--- src/rtl/rs232_tx.sv ---
// UART 8N1 transmitter with a small write FIFO and selectable bit rate.
// Define RS232T_PARITY_EN to insert an even-parity bit (8E1 frames).
module rs232_tx #(
  parameter int unsigned CLK_DIV_SLOW = 217,
  parameter int unsigned CLK_DIV_FAST = 109,
  parameter int unsigned DEPTH        = 4
) (
  input  logic       clk,
  input  logic       rst,
  input  logic       fsel,
  input  logic       start,
  input  logic [7:0] data,
  output logic       rdy,
  output logic       busy,
  output logic       TxD
);

  localparam int unsigned DivMax = (CLK_DIV_SLOW > CLK_DIV_FAST) ? CLK_DIV_SLOW : CLK_DIV_FAST;
  localparam int unsigned TickW  = $clog2(DivMax + 1);
  localparam int unsigned PtrW   = $clog2(DEPTH);
  localparam int unsigned CntW   = PtrW + 1;
  localparam logic [CntW-1:0] Full = CntW'(DEPTH);

`ifdef RS232T_PARITY_EN
  typedef enum logic [2:0] {StIdle, StStart, StData, StParity, StStop} state_e;
`else
  typedef enum logic [2:0] {StIdle, StStart, StData, StStop} state_e;
`endif

  // FIFO
  logic [7:0]      mem [DEPTH];
  logic [PtrW-1:0] wptr_q, rptr_q;
  logic [CntW-1:0] cnt_q;
  logic            push, pop, empty;
  logic [7:0]      head;

  assign rdy   = (cnt_q != Full);
  assign empty = (cnt_q == '0);
  assign push  = start & rdy;
  assign head  = mem[rptr_q];

  always_ff @(posedge clk) begin
    if (push) mem[wptr_q] <= data;
  end

  always_ff @(posedge clk or posedge rst) begin
    if (rst) begin
      wptr_q <= '0;
      rptr_q <= '0;
      cnt_q  <= '0;
    end else begin
      if (push) wptr_q <= wptr_q + PtrW'(1);
      if (pop)  rptr_q <= rptr_q + PtrW'(1);
      case ({push, pop})
        2'b10:   cnt_q <= cnt_q + CntW'(1);
        2'b01:   cnt_q <= cnt_q - CntW'(1);
        default: ;
      endcase
    end
  end

  // Transmit FSM
  state_e           state_q, state_d;
  logic [TickW-1:0] tick_q, tick_d, limit_q, limit_d, sel_limit;
  logic [2:0]       bitcnt_q, bitcnt_d;
  logic [7:0]       shreg_q, shreg_d;
  logic             txd_q, txd_d;
  logic             at_limit;
`ifdef RS232T_PARITY_EN
  logic             parity_q, parity_d;
`endif

  assign sel_limit = fsel ? TickW'(CLK_DIV_FAST) : TickW'(CLK_DIV_SLOW);
  assign at_limit  = (tick_q == limit_q);
  assign TxD       = txd_q;
  assign busy      = (state_q != StIdle) || !empty;

  always_ff @(posedge clk or posedge rst) begin
    if (rst) begin
      state_q  <= StIdle;
      tick_q   <= '0;
      limit_q  <= '0;
      bitcnt_q <= '0;
      shreg_q  <= '0;
      txd_q    <= 1'b1;
`ifdef RS232T_PARITY_EN
      parity_q <= 1'b0;
`endif
    end else begin
      state_q  <= state_d;
      tick_q   <= tick_d;
      limit_q  <= limit_d;
      bitcnt_q <= bitcnt_d;
      shreg_q  <= shreg_d;
      txd_q    <= txd_d;
`ifdef RS232T_PARITY_EN
      parity_q <= parity_d;
`endif
    end
  end

  always_comb begin
    state_d  = state_q;
    tick_d   = at_limit ? '0 : tick_q + TickW'(1);
    limit_d  = limit_q;
    bitcnt_d = bitcnt_q;
    shreg_d  = shreg_q;
    txd_d    = txd_q;
    pop      = 1'b0;
`ifdef RS232T_PARITY_EN
    parity_d = parity_q;
`endif
    case (state_q)
      StIdle: begin
        txd_d  = 1'b1;
        tick_d = '0;
        if (!empty) begin
          pop     = 1'b1;
          shreg_d = head;
          limit_d = sel_limit;
          txd_d   = 1'b0;
          state_d = StStart;
`ifdef RS232T_PARITY_EN
          parity_d = ^head;
`endif
        end
      end
      StStart: begin
        if (at_limit) begin
          txd_d    = shreg_q[0];
          bitcnt_d = '0;
          state_d  = StData;
        end
      end
      StData: begin
        if (at_limit) begin
          if (bitcnt_q == 3'd7) begin
`ifdef RS232T_PARITY_EN
            txd_d   = parity_q;
            state_d = StParity;
`else
            txd_d   = 1'b1;
            state_d = StStop;
`endif
          end else begin
            shreg_d  = shreg_q >> 1;
            txd_d    = shreg_q[1];
            bitcnt_d = bitcnt_q + 3'd1;
          end
        end
      end
`ifdef RS232T_PARITY_EN
      StParity: begin
        if (at_limit) begin
          txd_d   = 1'b1;
          state_d = StStop;
        end
      end
`endif
      StStop: begin
        if (at_limit) begin
          if (!empty) begin
            // Back-to-back frame: rate is re-latched here so fsel applies per frame.
            pop     = 1'b1;
            shreg_d = head;
            limit_d = sel_limit;
            txd_d   = 1'b0;
            state_d = StStart;
`ifdef RS232T_PARITY_EN
            parity_d = ^head;
`endif
          end else begin
            state_d = StIdle;
          end
        end
      end
      default: state_d = StIdle;
    endcase
  end

endmodule

--- config.mk ---
export PLATFORM = sky130hd
export DESIGN_NAME = rs232_tx
export DESIGN_NICKNAME = d
export VERILOG_FILES = /design/src/rtl/rs232_tx.sv
export SDC_FILE = /design/constraint.sdc
export NUM_CORES = 1
export LEC_CHECK = 0
export CORE_MARGIN = 2
export CORE_UTILIZATION = 52
export CTS_CLUSTER_SIZE = 24
export DETAILED_ROUTE_END_ITERATION = 6
export PLACE_DENSITY_LB_ADDON = 0.12
export SYNTH_ARGS = -nofsm -noshare
export SYNTH_HDL_FRONTEND = slang
export SYNTH_SLANG_ARGS = --single-unit
export TNS_END_PERCENT = 20
--- constraint.sdc ---
create_clock -name clk -period 3.3 [get_ports clk]
set_input_delay 0.825 -clock clk [delete_from_list [all_inputs] [get_ports clk]]
set_output_delay 0.825 -clock clk [all_outputs]
set_load 0.05 [all_outputs]
======== Word level (Yosys, flattened, before mapping) ========
Memory sizes are Yosys's and may differ from the RTL's.
Cells that the tools add are included.
operators by class
  $lt $le $gt $ge ......................... 0
  shifts and indexed selects .............. 0
  div/mod/pow operators ................... 0
  reductions and logical operators ........ 15
  bitwise logic cells ..................... 1
  $mul .................................... 0
  equal/unequal tests ..................... 15
  add/subtract/negate cells ............... 6
  muxes and demuxes ....................... 35
operator list
  cell                                                                    count
  8-bit two-way mux                                                       9
  3-bit two-way mux                                                       8
  8-bit case mux with 3 select lines                                      1
  8-bit case mux with 2 select lines                                      1
  2-bit != test (second input constant)                                   7
  3-bit case mux with 2 select lines                                      2
  3-bit case mux with 4 select lines                                      1
  1-bit two-way mux                                                       11
  5-bit AND reduction                                                     2
  8-bit by 1-bit adder with 8-bit output (second input constant)          1
  8-bit equality test                                                     1
  4-bit AND reduction                                                     2
  3-bit by 1-bit adder with 3-bit output (second input constant)          2
  3-bit by 2-bit equality test with 1-bit output (second input constant)  2
  3-bit logical NOT                                                       2
  2-bit nonzero test                                                      3
  3-bit nonzero test                                                      2
  2-bit by 1-bit adder with 2-bit output (second input constant)          2
  1-bit case mux with 4 select lines                                      1
  4-bit nonzero test                                                      1
  3-bit by 1-bit equality test with 1-bit output (second input constant)  1
  3-bit equality test (second input constant)                             1
  3-bit != test (second input constant)                                   1
  3-bit by 1-bit subtractor with 3-bit output (second input constant)     1
  other kinds (7)                                                         7
storage, ports and cells
  bits in registers ....................... 38
  bits of input ports ..................... 12
  memories ................................ 1
  output and inout bits ................... 3
  bits in read-only memories .............. 0
  latch bits .............................. 0
  bits in writable memories ............... 32
  word-level logic and storage cells ...... 82
memories
  name  depth  bits a word  rd ports  clocked after memory_dff  wr ports  RTL line  source
  mem   4      8            1         0                         1         31        logic [7:0] mem [DEPTH];

======== Longest topological paths before layout ========
Gate-level depths: netlist (run 1).
  depth after elaboration ................. 6
  gate-level depth with buffers ........... 11

======== Least setup slack after synthesis (run 1) ========
OpenSTA, ideal clock, no wires.
  path type ............................... flip-flop to flip-flop
  start point ............................. register cnt_q[0]
  end point ............................... register cnt_q[2]
  setup time .............................. 0.079 ns
  arrival time ............................ 2.366 ns
  required time ........................... 3.221 ns
  setup slack ............................. 0.855 ns
  clock period less this slack ............ 2.445 ns
  stages on the path, launching flop included .. 11
  cell sequence ........................... dfrtp_1 inv_1 nand3_1 and2_1 inv_1 ha_1 inv_1 fa_1 xor2_1 nor2_1 xor2_1
on the way
  elaborated cells on any way between the ends .. 12
RTL lines
  what                                                                                   RTL line  source
  from (decl)                                                                            33        logic [CntW-1:0] cnt_q;
  from (signal assigned)                                                                 55        2'b10: cnt_q <= cnt_q + CntW'(1);
  from (signal assigned)                                                                 56        2'b01: cnt_q <= cnt_q - CntW'(1);
  3-bit != test *                                                                        37        assign rdy = (cnt_q != Full);
  net rdy                                                                                13        output logic rdy,
  1-bit bitwise AND *                                                                    39        assign push = start & rdy;
  2-bit by 1-bit equality test with 1-bit output or 2-bit equality test (tied branches)  54        case ({push, pop})
  3-bit case mux with 2 select lines or 2-bit nonzero test (tied branches)               --
Mark *: on every way through the listed nets, which the timed path passes. The rest lies on a longest branch.
A chain may end at the register's enable or synchronous reset.

======== Worst setup path in the final report (run 1) ========
  start point ............................. register cnt_q[2]
  end point ............................... output port busy
on the way
  cells in the longest elaborated chain, start to end .. 3
ends and longest elaborated chain
  what               RTL line  source
  3-bit logical NOT  38        assign empty = (cnt_q == '0);
  1-bit logical NOT  --
  1-bit logical OR   76        assign busy = (state_q != StIdle) || !empty;
  to (decl)          14        output logic busy,
Every way passes these cells.

==> results.ini, run 1 <==
[detailed_routing]
via_per_inst=5.658
wire_per_inst_um=17.02
num_vias=1754
first_pass_iters=4
ant_nets=0
drc_errors=0
drt_wl_total_um=5276
first_iter_violations=131

[timing]
fmax_mhz=343.1
min_period_over_period_pct=88.32
slew_viol_final=0
rsz0062_at_grt=no
skew_ns=0.004841
finalSetupViolations=0
hold_viol_final=0
setup_ws_ns=0.3853
fin_crit_ns=2.915
tightestPinTransition_ns=0.7004
relSlewSlack_pct=53.31
setup_tns_ns=0

[setup_path]
start_kind=register
cp_max_fo=5
crit_type=reg2out
crit_required_ns=2.47
arrival_ns=2.09
setup.worst_path.end_class=primary output

[place]
port_buffers=14
hpwl_um=3740
placed_area_um2=3184
place_ws_ns=0.6012
place.gp.congestion=0.8561

[status]
status=complete, no violations

[synth]
ys_ff_latch=64
synth_cell_types=45
synth_xor_area_share_pct=3.534
synthArstFlopShare_pct=50.00
syn_area_um2=2974
yosysTopAreaCellShare_pct=32.31
synth_edf_count=32
netlist_instances=212
synth_fa_ha_area_share_pct=5.721
netlist_top_cells_count=32 x edfxtp_1, 31 x dfrtp_1, 14 x nand3_1
avgSynthCellArea_um2=14.03
synth_mux_area_share_pct=13.25
syn_nets=237
synth_area_leader_cell=edfxtp_1
seq_area_frac_synth_pct=59.28
yosys.cell_count.top_type=edfxtp_1
synth_compound_area_share_pct=4.628
yosysWarnings=0
synth_top_family_by_area=multiplexers
synth_area_leaders=edfxtp_1 32%, dfrtp_1 26%, mux4_2 6.1%, ha_1 5.0%, mux2_2 3.0%
synth-main-ff-cell=edfxtp_1
synthSimpleGateAreaFrac_pct=11.02

[floorplanning]
core-area_um2=5507
die_x_um=79.63
die_area_um2=6340
placementRows=27
die_y_um=79.63
initial_core_util_pct=54.01
io_pins=15

[power]
p_per_area_nw_per_um2=594.1
ir_drop_mv=0.3641
power.total_mw=2.018
power.leakage_nw=1.374

[worst_hold_path]
hold_class=reg2reg

[cts]
postCtsSetupRepairBufs=0
cts_root_buffer=clkbuf_8
cts_tree=done
cts.repair.resized=0
path_clk_slew_ns=0.07
tritoncts_num_sinks=64
cts_max_level=3
numCtsBuffers=9
cts_buffer_depth=2
clk_latency_ns=0.34
ctsHoldBuffers=0

[run]
maxCapViolCount=0

[layout]
stdcell_area_um2=3396
area_growth_pct=14.18
drive_gt1_share_pct=16.39
n_fill_cell=415
n_antenna_cell=0
nets=258

[global_route]
grtUsageTotal_pct=19.34
grt_start_max_net_pins=33
grt_overflow_total=0
grt_pass1_wl_um=8907
antenna_found_initial=0
grt_pass1_vias=1870

stage by stage:
| stage | instances | hold slack [ns] | util, % |
|---|---|---|---|
| after floorplan | 212 | 0.4522 | - |
| after global placement | 294 | 0.4636 | 57.83 |
| after detailed placement | 294 | 0.4684 | 57.83 |
| after CTS | 310 | 0.4828 | 61.67 |
| after global routing | 310 | 0.4994 | 61.67 |
| final | 310 | 0.4866 | 61.67 |
worst max-delay path, stage by stage (launching register included):
cell             delay [ns]
dfrtp_1                0.42
nor3_1                 0.52
nand2_1                0.10
clkdlybuf4s50_1        0.71
layer usage:
layer	share of wire, %	vias to the layer above	GRT usage, %	wire length (um)
met4	1.5	0	7.241	78
met1	43	876	24.14	2288
met5	0	-	0	0
met2	50	41	32.10	2645
li1	-	828	-	-
met3	5.0	9	5.430	263
power breakdown:
| part | leakage [nW] | switching [mW] | internal (mW) |
|---|---|---|---|
| clock | 0.110 | 0.297 | 0.422 |
| combinational | 0.587 | 0.176 | 0.117 |
| sequential | 0.677 | 0.0448 | 0.960 |
logic make-up (layout without fill, tap and decap cells):
family,Yosys count,in the layout
adder cells (fa/ha/maj),13,13
XOR/XNOR,12,12
flip-flops,64,64
AO/OA/AOI/OAI,20,20
buffers and inverters,18,44
multiplexers,27,27
AND/OR/NAND/NOR,58,58
cell type report:
class / count / area, um^2 / share of cell area (%)
inverters: 13 / 48.80 / 1.437
clock inverters: 6 / 83.83 / 2.469
repair buffers: 15 / 147.6 / 4.348
flip-flops and latches: 64 / 1763 / 51.92
multi-input cells: 130 / 1135 / 33.42
clock buffers: 10 / 127.6 / 3.758
well taps: 72 / 90.09 / 2.653
flip-flops by register name, indices dropped and copies added (netlist names):
name,count
mem,32
shreg_q,8
tick_q,8
bitcnt_q,3
cnt_q,3
limit_q,3
rptr_q,2
state_q,2
wptr_q,2
TxD,1
cells in the final DEF (no fill, tap or decap), types with 2 or more instances in the layout:
master            n
xnor2_1           4
mux2_1            7
and3_1            9
nand3_1          14
xor2_1            8
edfxtp_1         32
a21oi_1           3
clkdlybuf4s50_1  14
ha_1             12
nor2_1           10
clkbuf_8          9
clkinv_2          3
o21ai_0           7
bufinv_16         2
mux2i_1           3
nor3_1            3
o21a_1            2
dfrtp_1          31
mux2_2            8
mux4_2            8
nand2_1           9
inv_1            13
path summary, 6_finish.rpt:
path,start,to,slack (ns),cells after the start
max,cnt_q[2]$_DFFE_PP0P_,busy,0.39,3
min,shreg_q[6]$_DFFE_PP0P_,shreg_q[6]$_DFFE_PP0P_,0.49,1
max reg2reg,state_q[0]$_DFFE_PP0P_,cnt_q[2]$_DFFE_PP0P_,0.63,10
min reg2reg,shreg_q[6]$_DFFE_PP0P_,shreg_q[6]$_DFFE_PP0P_,0.49,1
max in group asynchronous,rst,TxD$_DFFE_PP1P_,2.09,3
min in group asynchronous,rst,wptr_q[0]$_DFFE_PP0P_,0.87,3
(Power assumes the default switching activity.)
==> inputs of run 2 (changes only) <==
==> constraint.sdc (replaced) <==
create_clock -name clk -period 2.8 [get_ports clk]
set_input_delay 0.7 -clock clk [delete_from_list [all_inputs] [get_ports clk]]
set_output_delay 0.7 -clock clk [all_outputs]
set_load 0.05 [all_outputs]
==> run 2 against run 1 <==
  * Non-clock buffer count up 2
  * Critical path depth increased by 1
  * First-iteration DRC count is 8.4% higher
  * Sequential share of layout area decreased by 0.64 points
  * Utilization up 0.77 points
  * Total power up 23%
  * Worst hold slack improved by 0.0030 ns
  * Wire length fell by 3.6%
  * Clock-buffer cell count grew 2
  * Global-route usage fell by 0.68 points
  * Critical endpoint unchanged
==> results.ini, run 2 (synthesis gave the netlist of run 1 again) <==
[global_route]
grt_pass1_wl_um=8797  ; -1.2%
grt_pass1_vias=1847  ; -1.2%
grt_overflow_total=0  ; unchanged
grt_start_max_net_pins=33  ; unchanged
grtUsageTotal_pct=18.65  ; -0.68 points
antenna_found_initial=0  ; unchanged

[cts]
cts_tree=done
numCtsBuffers=9  ; unchanged
tritoncts_num_sinks=64  ; unchanged
clk_latency_ns=0.33  ; about the same
cts_buffer_depth=2  ; unchanged
cts_max_level=3  ; unchanged
postCtsSetupRepairBufs=0  ; unchanged
ctsHoldBuffers=0  ; unchanged
path_clk_slew_ns=0.07  ; about the same
cts_root_buffer=clkbuf_8
cts.repair.resized=0  ; unchanged

[setup_path]
crit_family=buffers and inverters
start_kind=register
critPathCapture=busy
r2r_end=cnt_q[2]$_DFFE_PP0P_
path_buf_inv=2  ; +1
path_cells=inv_1, ha_1, nand2_1, clkdlybuf4s50_1
path_depth=4  ; +1
crit_required_ns=2.10  ; -0.37 ns
arrival_ns=2.03  ; -0.06 ns
crit_type=reg2out
setup.worst_path.end_class=primary output
r2r_start=state_q[0]$_DFFE_PP0P_
cp_max_fo=6  ; +1
r2r_slack_ns=0.25  ; -0.38 ns
cpPeakStageDelay_ns=0.80  ; +0.09 ns
crit_path_top_delay_cell=clkdlybuf4s50_1
rr_worst_depth=11  ; +1
critPathLaunch=state_q[0]$_DFFE_PP0P_

[floorplanning]
io_pins=15  ; unchanged
core-area_um2=5507  ; unchanged
die_area_um2=6340  ; unchanged
die_x_um=79.63  ; unchanged
die_y_um=79.63  ; unchanged
initial_core_util_pct=54.01  ; unchanged
placementRows=27  ; unchanged

[timing]
skew_ns=0.007488  ; +0.002648 ns
rsz0062_at_grt=no
slew_viol_final=0  ; unchanged
relSlewSlack_pct=52.62  ; -0.69 points
fmax_mhz=366.7
min_period_over_period_pct=97.39
setup_tns_ns=0  ; unchanged
tightestPinTransition_ns=0.7107  ; +0.01034 ns
setup_ws_ns=0.07321  ; -0.3121 ns
fin_crit_ns=2.727
finalSetupViolations=0  ; unchanged
hold_viol_final=0  ; unchanged

[layout]
final_util_pct=62.44  ; +0.77 points
n_fill_cell=414  ; -0.24%
layout_commonest_cell=edfxtp_1
nets=260  ; +0.78%
n_antenna_cell=0  ; unchanged
area_growth_pct=15.61
reg_top3=mem (32), shreg_q (8), tick_q (8)
regMostFlops=mem
largest_register_ffs=32  ; unchanged
drive_gt1_share_pct=16.25  ; -0.14 points
most-common-layout-cells=32 x edfxtp_1, 31 x dfrtp_1, 14 x nand3_1, 14 x clkdlybuf4s50_1, 13 x inv_1
stdcell_area_um2=3438  ; +1.3%

[place]
place.gp.congestion=0.8254  ; -3.6%
placed_area_um2=3199  ; +0.47%
place_ws_ns=0.2586  ; -0.3426 ns
port_buffers=14  ; unchanged
hpwl_um=3494  ; -6.6%

[detailed_routing]
drc_errors=0  ; unchanged
via_per_inst=5.519  ; -2.5%
first_iter_violations=142  ; +8.4%
ant_nets=0  ; unchanged
first_pass_iters=4  ; unchanged
wire_per_inst_um=16.30  ; -4.2%
num_vias=1722  ; -1.8%
drt_wl_total_um=5085  ; -3.6%

[power]
comb_power_share_pct=14.1  ; -0.4 points
ir_drop_mv=0.5017  ; +38%
power.leakage_nw=1.393  ; +1.4%
netSwitchingFraction_pct=23.70  ; -2.0 points
p_int_mw=1.890  ; +26%
clkPwrFrac_pct=38.1  ; +2.4 points
p_per_area_nw_per_um2=720.6  ; +21%
seqPwrFrac_pct=47.8  ; -2.0 points
p_switching_uw=587.1  ; +13%

[run]
maxCapViolCount=0  ; unchanged

[worst_hold_path]
hold_class=reg2reg

[status]
status=complete, no violations

==> run 2: cell type report <==
cell class              count  area [um^2]  share of cell area (%)
clock buffers              12        145.1                   4.221
inverters                  13        48.80                   1.419
multi-input cells         130         1135                   33.01
well taps                  72        90.09                   2.620
repair buffers             17        162.7                   4.731
clock inverters             4        93.84                   2.729
flip-flops and latches     64         1763                   51.27
==> run 2: metrics by stage <==
step,std cells,total power [mW],hold slack (ns)
after floorplan,212,1.428,0.4522
after global placement,296,1.528,0.4643
after detailed placement,296,1.557,0.4742
after CTS,312,2.502,0.4910
after global routing,312,2.609,0.5126
final,312,2.478,0.4896
==> run 2: metal layers <==
| metal | up-vias | track usage (%) | wire length [um] |
|---|---|---|---|
| met5 | - | 0 | 0 |
| met4 | 0 | 7.241 | 68 |
| met3 | 11 | 4.412 | 197 |
| met2 | 39 | 29.66 | 2510 |
| met1 | 847 | 24.92 | 2307 |
| li1 | 825 | - | - |
==> run 2: worst min path at each step <==
stage	to	cells after the start	slack (ns)	from
3_5_place_dp	shreg_q[6]$_DFFE_PP0P_	1	0.47	shreg_q[6]$_DFFE_PP0P_
6_report	shreg_q[6]$_DFFE_PP0P_	1	0.49	shreg_q[6]$_DFFE_PP0P_
5_1_grt	shreg_q[0]$_DFFE_PP0P_	1	0.51	shreg_q[0]$_DFFE_PP0P_
4_1_cts	shreg_q[6]$_DFFE_PP0P_	1	0.49	shreg_q[6]$_DFFE_PP0P_
3_3_place_gp	shreg_q[2]$_DFFE_PP0P_	1	0.46	shreg_q[2]$_DFFE_PP0P_
2_1_floorplan	shreg_q[2]$_DFFE_PP0P_	1	0.45	shreg_q[2]$_DFFE_PP0P_
==> run 2: power groups by stage <==
stage	registers, mW	logic [mW]	clock network, mW
2_1_floorplan	1.19	0.242	0
3_3_place_gp	1.20	0.333	0
3_5_place_dp	1.20	0.353	0
4_1_cts	1.18	0.358	0.960
5_1_grt	1.20	0.401	1.01
6_report	1.18	0.350	0.944
